`src/rtl/smc_pkg.sv`:
```
// rtl/smc_pkg.sv - shared types, timing defaults and chip-select decode for the static bus master
package smc_pkg;

   typedef enum logic [1:0] {
      ST_IDLE  = 2'd0,
      ST_SETUP = 2'd1,
      ST_PULSE = 2'd2,
      ST_HOLD  = 2'd3
   } smc_state_t;

   localparam int          DEF_SETUP_CYC   = 2;
   localparam int          DEF_PULSE_CYC   = 4;
   localparam int          DEF_HOLD_CYC    = 2;
   localparam int          DEF_TIMEOUT_CYC = 255;
   localparam logic [31:0] DEF_ERR_DATA    = 32'hDEAD_BEEF;

   // Active-low one-hot-zero chip select for a 2-bit chip index
   function automatic logic [3:0] cs_decode(input logic [1:0] idx);
      logic [3:0] onehot;
      onehot = 4'b0001 << idx;
      return ~onehot;
   endfunction

endpackage

```
`src/rtl/smc_waitn_sync.sv`:
```
// rtl/smc_waitn_sync.sv - WAITN synchroniser and saturating strobe-extension timeout counter
module smc_waitn_sync
   import smc_pkg::*;
#(
   parameter int TIMEOUT_CYC = DEF_TIMEOUT_CYC
) (
   input  logic q_clock,
   input  logic q_reset,
   input  logic ext_waitn,
   input  logic run,
   output logic waitn_s,
   output logic timeout_hit
);

   localparam logic [7:0] EXT_LAST = 8'(TIMEOUT_CYC - 1);

   logic       waitn_meta;
   logic [7:0] ext_cnt;

   // Two-flop synchroniser; idles at "not waiting" so a fresh cycle never stalls spuriously
   always_ff @(posedge q_clock or posedge q_reset) begin
      if (q_reset) begin
         waitn_meta <= 1'b1;
         waitn_s    <= 1'b1;
      end else begin
         waitn_meta <= ext_waitn;
         waitn_s    <= waitn_meta;
      end
   end

   // Counts extension cycles while the master is stalled by WAITN; cleared otherwise, saturates at 255
   always_ff @(posedge q_clock or posedge q_reset) begin
      if (q_reset) begin
         ext_cnt <= 8'd0;
      end else if (!run) begin
         ext_cnt <= 8'd0;
      end else if (ext_cnt != 8'hFF) begin
         ext_cnt <= ext_cnt + 8'd1;
      end
   end

   assign timeout_hit = run && (ext_cnt == EXT_LAST);

endmodule

```
`src/rtl/smc_static_bus_master.sv`:
```
// rtl/smc_static_bus_master.sv - Avalon-MM slave driving one setup/pulse/hold static-memory bus cycle per command
module smc_static_bus_master
   import smc_pkg::*;
#(
   parameter int          SETUP_CYC   = DEF_SETUP_CYC,
   parameter int          PULSE_CYC   = DEF_PULSE_CYC,
   parameter int          HOLD_CYC    = DEF_HOLD_CYC,
   parameter int          TIMEOUT_CYC = DEF_TIMEOUT_CYC,
   parameter logic [31:0] ERR_DATA    = DEF_ERR_DATA
) (
   input  logic        q_clock,
   input  logic        q_reset,
   input  logic [23:0] avs_address,
   input  logic        avs_read,
   input  logic        avs_write,
   input  logic [31:0] avs_writedata,
   input  logic [3:0]  avs_byteenable,
   output logic [31:0] avs_readdata,
   output logic        avs_readdatavalid,
   output logic        avs_waitrequest,
   output logic [21:0] ext_addr,
   output logic [31:0] ext_data_o,
   output logic        ext_data_oe,
   input  logic [31:0] ext_data_i,
   output logic [3:0]  ext_csn,
   output logic [3:0]  ext_ben,
   output logic        ext_rdn,
   output logic        ext_wrn,
   input  logic        ext_waitn,
   input  logic        timeout_clr,
   output logic        irq_timeout
);

   localparam logic [3:0] SETUP_LD = 4'(SETUP_CYC - 1);
   localparam logic [3:0] PULSE_LD = 4'(PULSE_CYC - 1);
   localparam logic [3:0] HOLD_LD  = 4'(HOLD_CYC - 1);

   smc_state_t state;
   logic [3:0] cnt;
   logic       is_read;
   logic       waitn_s;
   logic       timeout_hit;
   logic       ext_run;

   // Extension phase: minimum pulse already elapsed but the device still holds WAITN low
   assign ext_run = (state == ST_PULSE) && (cnt == 4'd0) && !waitn_s;

   smc_waitn_sync #(
      .TIMEOUT_CYC (TIMEOUT_CYC)
   ) u_waitn_sync (
      .q_clock     (q_clock),
      .q_reset     (q_reset),
      .ext_waitn   (ext_waitn),
      .run         (ext_run),
      .waitn_s     (waitn_s),
      .timeout_hit (timeout_hit)
   );

   // Bus-cycle FSM with every bus and Avalon output registered
   always_ff @(posedge q_clock or posedge q_reset) begin
      if (q_reset) begin
         state             <= ST_IDLE;
         cnt               <= 4'd0;
         is_read           <= 1'b0;
         ext_csn           <= 4'hF;
         ext_ben           <= 4'hF;
         ext_rdn           <= 1'b1;
         ext_wrn           <= 1'b1;
         ext_data_oe       <= 1'b0;
         ext_addr          <= 22'd0;
         ext_data_o        <= 32'd0;
         avs_readdata      <= 32'd0;
         avs_readdatavalid <= 1'b0;
         avs_waitrequest   <= 1'b1;
         irq_timeout       <= 1'b0;
      end else begin
         avs_readdatavalid <= 1'b0;
         // Setting the flag wins over a simultaneous clear so no abort is ever lost
         if (timeout_hit) begin
            irq_timeout <= 1'b1;
         end else if (timeout_clr) begin
            irq_timeout <= 1'b0;
         end
         case (state)
            ST_IDLE: begin
               if (avs_read || avs_write) begin
                  // A simultaneous read and write keeps the read only
                  is_read         <= avs_read;
                  ext_csn         <= cs_decode(avs_address[23:22]);
                  ext_addr        <= avs_address[21:0];
                  ext_ben         <= ~avs_byteenable;
                  ext_data_oe     <= !avs_read;
                  if (!avs_read) begin
                     ext_data_o <= avs_writedata;
                  end
                  avs_waitrequest <= 1'b1;
                  cnt             <= SETUP_LD;
                  state           <= ST_SETUP;
               end else begin
                  avs_waitrequest <= 1'b0;
               end
            end
            ST_SETUP: begin
               if (cnt != 4'd0) begin
                  cnt <= cnt - 4'd1;
               end else begin
                  ext_rdn <= !is_read;
                  ext_wrn <= is_read;
                  cnt     <= PULSE_LD;
                  state   <= ST_PULSE;
               end
            end
            ST_PULSE: begin
               if (cnt != 4'd0) begin
                  cnt <= cnt - 4'd1;
               end else if (waitn_s || timeout_hit) begin
                  ext_rdn <= 1'b1;
                  ext_wrn <= 1'b1;
                  if (is_read) begin
                     avs_readdata      <= waitn_s ? ext_data_i : ERR_DATA;
                     avs_readdatavalid <= 1'b1;
                  end
                  cnt   <= HOLD_LD;
                  state <= ST_HOLD;
               end
            end
            ST_HOLD: begin
               if (cnt != 4'd0) begin
                  cnt <= cnt - 4'd1;
               end else begin
                  ext_csn         <= 4'hF;
                  ext_ben         <= 4'hF;
                  ext_data_oe     <= 1'b0;
                  avs_waitrequest <= 1'b0;
                  state           <= ST_IDLE;
               end
            end
            default: state <= ST_IDLE;
         endcase
      end
   end

endmodule

```
`config.mk`:
```
export PLATFORM = sky130hd
export DESIGN_NAME = smc_static_bus_master
export DESIGN_NICKNAME = d
export VERILOG_FILES = /design/src/rtl/smc_pkg.sv /design/src/rtl/smc_waitn_sync.sv /design/src/rtl/smc_static_bus_master.sv
export SDC_FILE = /design/constraint.sdc
export NUM_CORES = 1
export LEC_CHECK = 0
export CORE_MARGIN = 2
export CORE_UTILIZATION = 35
export DETAILED_ROUTE_END_ITERATION = 8
export DONT_BUFFER_PORTS = 1
export PLACE_DENSITY = 0.45
export REMOVE_ABC_BUFFERS = 1
export SLEW_MARGIN = 20
export SYNTH_ARGS = -nofsm -noshare
export SYNTH_HDL_FRONTEND = slang
export SYNTH_HIERARCHICAL = 1
export SYNTH_SLANG_ARGS = --single-unit
```
`constraint.sdc`:
```
create_clock -name q_clock -period 4.5 [get_ports q_clock]
set_input_delay 0.675 -clock q_clock [delete_from_list [all_inputs] [get_ports q_clock]]
set_output_delay 0.675 -clock q_clock [all_outputs]
set_load 0.02 [all_outputs]
```
== Yosys cells after proc, flatten, opt, wreduce, memory -nomap -nowiden ==
Index checks and enable logic that the tools add are counted.
Word-level totals
  register bits after elaboration: 117
  bits of input ports: 98
  output and inout port bits: 100
  word-level logic and storage cells: 96
Operators by class
  $add $sub $neg: 2
  eq/ne operators: 13
  shifts and indexed selects: 1
  multiplexer cells: 37
  bitwise operators: 4
  reductions and logical operators: 22
Operators by type and width (count)
  $mux 32: 1
  $mux 4: 8
  $mux 8: 2
  $pmux 4 s2: 2
  $pmux 4 s4: 1
  $mux 1: 13
  $ne 2x2->1 const B: 6
  $mux 2: 5
  $reduce_and 3->1: 3
  $add 8x1->8 const B: 1
  $eq 8x8->1 const B: 1
  $ne 8x8->1 const B: 1
  $not 4->4: 2
  $pmux 1 s2: 4
  $pmux 2 s4: 1
  $reduce_and 4->1: 2
  $reduce_bool 2->1: 3
  $reduce_and 5->1: 1
  $eq 2x2->1 const B: 2
  $logic_not 4->1: 1
  $reduce_and 2->1: 2
  $reduce_bool 4->1: 1
  $shl 1x2->4 const A: 1
  $sub 4x1->4 const B: 1
  8 further kinds: 14

== Logic depth before layout (Yosys ltp) ==
  word-level depth: 8
  gate-level depth with buffers: 12
  depth with buffers taken out: 10

== Modules after synthesis ==
The synthesis kept the hierarchy.
Modules (own cells, without submodules)
  smc_static_bus_master: instances 1, cells each 347, area an instance 4346.7 um2, seq. area each 2691.3 um2
  smc_waitn_sync: instances 1, cells each 47, area an instance 491.7 um2, seq. area each 252.7 um2

== Worst setup path after synthesis ==
No wires, ideal clock.
  kind: register to register
  start point: register cnt[0]
  end point: register cnt[0]
  setup time: 0.076 ns
  arrival time: 2.289 ns
  required time: 4.424 ns
  slack: 2.135 ns
  stages on the path, launching flop included: 11
  path buffers: 0
  clock period less this slack: 2.365 ns
  cell sequence: dfrtp_1 > inv_1 > ha_1 > nor3b_4 > and3_2 > nand4_1 > nor2_1 > nor2_1 > a311o_1 > or3_1 > o21ai_1
On the way
  word-level cells in the longest chain between the ends: 7
  elaborated cells on any way between the ends: 14
  classes of those cells: add/sub: 1; eq/ne: 2; mux: 4; reduce/logical: 7
Ends and longest elaborated chain
  start: declaration: line smc_static_bus_master.sv:39  | logic [3:0] cnt;
  start signal: assignment: line smc_static_bus_master.sv:105  | cnt <= cnt - 4'd1;
  start signal: assignment: line smc_static_bus_master.sv:115  | cnt <= cnt - 4'd1;
  start signal: assignment: line smc_static_bus_master.sv:129  | cnt <= cnt - 4'd1;
  $logic_not 4->1: line smc_static_bus_master.sv:46  | assign ext_run = (state == ST_PULSE) && (cnt == 4'd0) && !waitn_s;
  $logic_and 1x1->1 (2 in series): line smc_static_bus_master.sv:46
  via ext_run: line smc_static_bus_master.sv:43  | logic ext_run;
  $logic_and 1x1->1: line smc_waitn_sync.sv:42  | assign timeout_hit = run && (ext_cnt == EXT_LAST);
  via timeout_hit: line smc_static_bus_master.sv:42  | logic timeout_hit;
  $logic_or 1x1->1: line smc_static_bus_master.sv:116  | end else if (waitn_s || timeout_hit) begin
  $ne 3x1->1 (no source line)
  $reduce_and 3->1 (no source line)
The timed path passes the listed nets, and every way through them passes these cells. The select of a mux whose other input is x is not followed.
A chain may end at the register's enable or synchronous reset.

== Worst setup path in the final report ==
Same ends and word-level chain as after synthesis.

==> summary.md <==
| Metric | Value |
|---|---|
| Area contributors post-synth | dfrtp_1 (54%), mux2_2 (7.4%), dfstp_2 (7.1%) |
| Synth Area in Adders | ~2.1% |
| Status | finished clean |
| Hold Crit Class | in -> async |
| Vias in the first global route | 3,171 |
| Slew HR | approximately 27% |
| Register bit total from synthesis | about 120 |
| Worst-case clock buffer depth | 2 |
| Post-Synthesis Cells | 394 |
| RSZ-0062 raised after global routing | false |
| Wire per inst | 19.34 um |
| Rows | between 40 and 50 |
| I/O Pins | approximately 200 |
| Hold buffers post-CTS | 0 |
| MaxCap Viol Count | 0 |
| Yosys warnings | 6 |
| Vias/cell | 5.221 |
| Post-synth top cells | dfrtp_1 (104), nand2_1 (74), mux2_2 (32) |
| Largest family of logic cells by synthesized area | compound AO/OA/AOI/OAI gates |
| CTS tree | built |
| Fin crit period | around 2.7 ns |
| Leakage | 2.512 nW |
| Clock power frac | approximately 28% |
| Switching Fraction | roughly two fifths |
| Compound-Gate Fraction of Synth Area | 13.65% |
| Detailed Route Iter0 Violations | 152 |
| Synth top area share | roughly 54% |
| NetSw | between 1.5 and 2 mW |
| Post-synth EDFFs | 0 |
| Global Route Usage Sum | about 16% |
| Pint | approximately 3 mW |
| Req. time, crit path | roughly 4.8 ns |
| Synth-to-layout area growth | 14.77% |
| Multiplexer area fraction after synthesis | under 10% |
| Crit. End Element | register |
| DRT Wirelength | 11,320 um |
| Die area | roughly 15,000 sq um |
| Worst EP arrival | between 3 and 4 ns |
| Clk root buf | clkbuf_16 |
| Slew Limit Fails | 0 |
| Worst-path clk slew | about 0.05 ns |
| Post-synth cell types | 53 |
| Clk sinks | ~120 |
| Worst Tran Pin Value | 1.094 ns |
| Postcts setup bufs | 0 |
| Chip width | between 100 and 150 um |
| Post-route ant nets | 0 |
| Simple-gate share of the synthesized area | between 10% and 20% |
| Initial antenna violation count | 0 |
| Clock Latency Late Sink | 0.40 ns |
| Asr flop ratio synth | 100.0% |
| Achievable frequency | about 360 MHz |
| XOR/XNOR Fraction of Synth Area | 0% |
| Sequential share of power | ~50% |
| # H-tree levels | 4 |
| DR DRC count | 0 |
| Starting Density | between 30% and 40% |
| Tcrit/Tclk final | 61.04% |
| Logic pwr share | between 20% and 30% |
| Hpwl dp | 8136 um |
| Final setup fails | 0 |
| Final GP Congestion | approximately 0.76 |
| Crit Path Max Fanout | 8 |
| Setup TNS | 0 ns |
| First-pass GRT wire length | about 18,000 um |
| Fin. Hold Viols | 0 |
| Count leader, synth | dfrtp_1 |
| Hold WS | about 0.15 ns |
| Core region area | between 10,000 and 15,000 sq um |
| Final Skew | around 0.005 ns |
| Initial DRT Pass Iterations | 4 |
| Final #Nets | 502 |
| CP Launch Type | register |
| Synthesized area per cell | 12.28 sq um |
| Port bufs | 0 |
| Fill cells | roughly 1,300 |
| Pwr Density | 884.3 nW/um^2 |
| Via count | 3,054 |
| Post-CTS resize count | 0 |
| Post-synthesis cell area | a little under 5000 sq um |
| Peak VDD IR | around 0.00025 V |
| Die height | about 120 um |
| Kind of critical path | reg -> reg |
| Total CTS buffers | 17 |
| Dominant cell type by area after synthesis | dfrtp_1 |
| Register area share after synthesis | between 60% and 70% |
| Global route overflow | 0 |
| ANT cells | 0 |
| Setup slack, reg-to-reg | 1.75 ns |
| Top_reg_cell synth | dfrtp_1 |
| Share of layout cells above drive strength 1 | between 20% and 30% |
| Pin count of the biggest net entering global routing | 75 |
[final cells by class]
type	instances	area (sq um)	share of cell area (%)
multi-input cells	244	1704	30.69
inverters	14	67.56	1.217
repair buffers	2	15.01	0.2704
flip-flops and latches	117	2944	53.02
well taps	176	220.2	3.966
clock inverters	11	151.4	2.726
clock buffers	21	450.4	8.112
[routing by layer]
layer	global-route usage [%]	routed length [um]	vias up
met5	0	0	-
met4	6.681	210	0
met2	23.95	5284	154
li1	-	-	1396
met1	19.34	4566	1488
met3	7.303	1255	16
[per-stage QoR]
step                      instances  instance area (sq um)  utilization [%]  total power, mW  setup WS [ns]
after detailed placement        553                   4951            37.09            3.595          1.810
final                           585                   5553            41.60            4.910          1.753
after global routing            585                   5553            41.60            5.227          1.512
after global placement          553                   4951            37.09            3.558          1.919
after CTS                       585                   5553            41.60            4.986          1.783
after floorplan                 375                   4710                -            3.252          1.026
[path summary, 6_finish.rpt]
path,cells after the start,to,startpoint
max reg2reg,10,cnt[0],cnt[0]
min,1,u_waitn_sync/ext_cnt[7],q_reset
min in group q_clock,0,u_waitn_sync/waitn_meta,ext_waitn
min reg2reg,0,u_waitn_sync/waitn_s,u_waitn_sync/waitn_meta
max in group asynchronous,2,avs_readdata[25],q_reset
max,10,cnt[0],cnt[0]
[power by group through the flow]
stage | clock network, mW | registers (mW) | logic, mW
after global routing | 1.46 | 2.52 | 1.25
after floorplan | 0 | 2.34 | 0.913
after CTS | 1.40 | 2.47 | 1.11
after global placement | 0 | 2.49 | 1.07
final | 1.36 | 2.45 | 1.09
after detailed placement | 0 | 2.48 | 1.11
[layout by cell type, fill, tap and decap left out, types with 2 or more instances in the layout]
cell	count
o22a_1	22
or3_1	2
nor3b_1	2
o22a_2	5
o21a_1	2
nand3_1	2
dfstp_2	13
ha_1	8
clkbuf_1	3
clkinvlp_4	4
a21oi_1	12
nand2_1	74
a2bb2oi_1	2
mux2_2	32
nand2b_1	2
a22o_2	8
o31ai_1	2
bufinv_16	3
o21ai_2	2
clkbuf_16	17
dfrtp_1	104
o21ai_0	5
nor2_1	7
a21o_1	8
inv_1	12
nand4_1	4
mux2i_1	2
buf_4	2
o41ai_1	2
nor3_1	10
clkinv_4	2
a31oi_1	7
[cell families after synthesis]
| kind of cell | after synthesis |
|---|---|
| compound gates | 85 |
| fa+ha+maj | 8 |
| buf+inv | 33 |
| flops | 117 |
| mux | 35 |
| simple gates | 116 |
[sequential cells by signal (all words and copies together), names as in the netlist]
name	count
ext_data_o	32
ext_csn	4
ext_data_oe	1
state	2
irq_timeout	1
u_waitn_sync/waitn_meta	1
cnt	4
avs_waitrequest	1
avs_readdatavalid	1
ext_wrn	1
ext_addr	22
ext_ben	4
is_read	1
u_waitn_sync/ext_cnt	8
u_waitn_sync/waitn_s	1
avs_readdata	32
ext_rdn	1
[critical path, stage by stage, from the launching register on]
cell	delay [ns]
dfrtp_1	0.38
inv_1	0.11
ha_1	0.20
nor3b_4	0.36
and3_2	0.32
nand4_1	0.10
nor2_1	0.15
nor2_1	0.13
a311o_1	0.45
or3_1	0.37
o21ai_1	0.10
No activity file was read; power rests on OpenSTA's default activity.
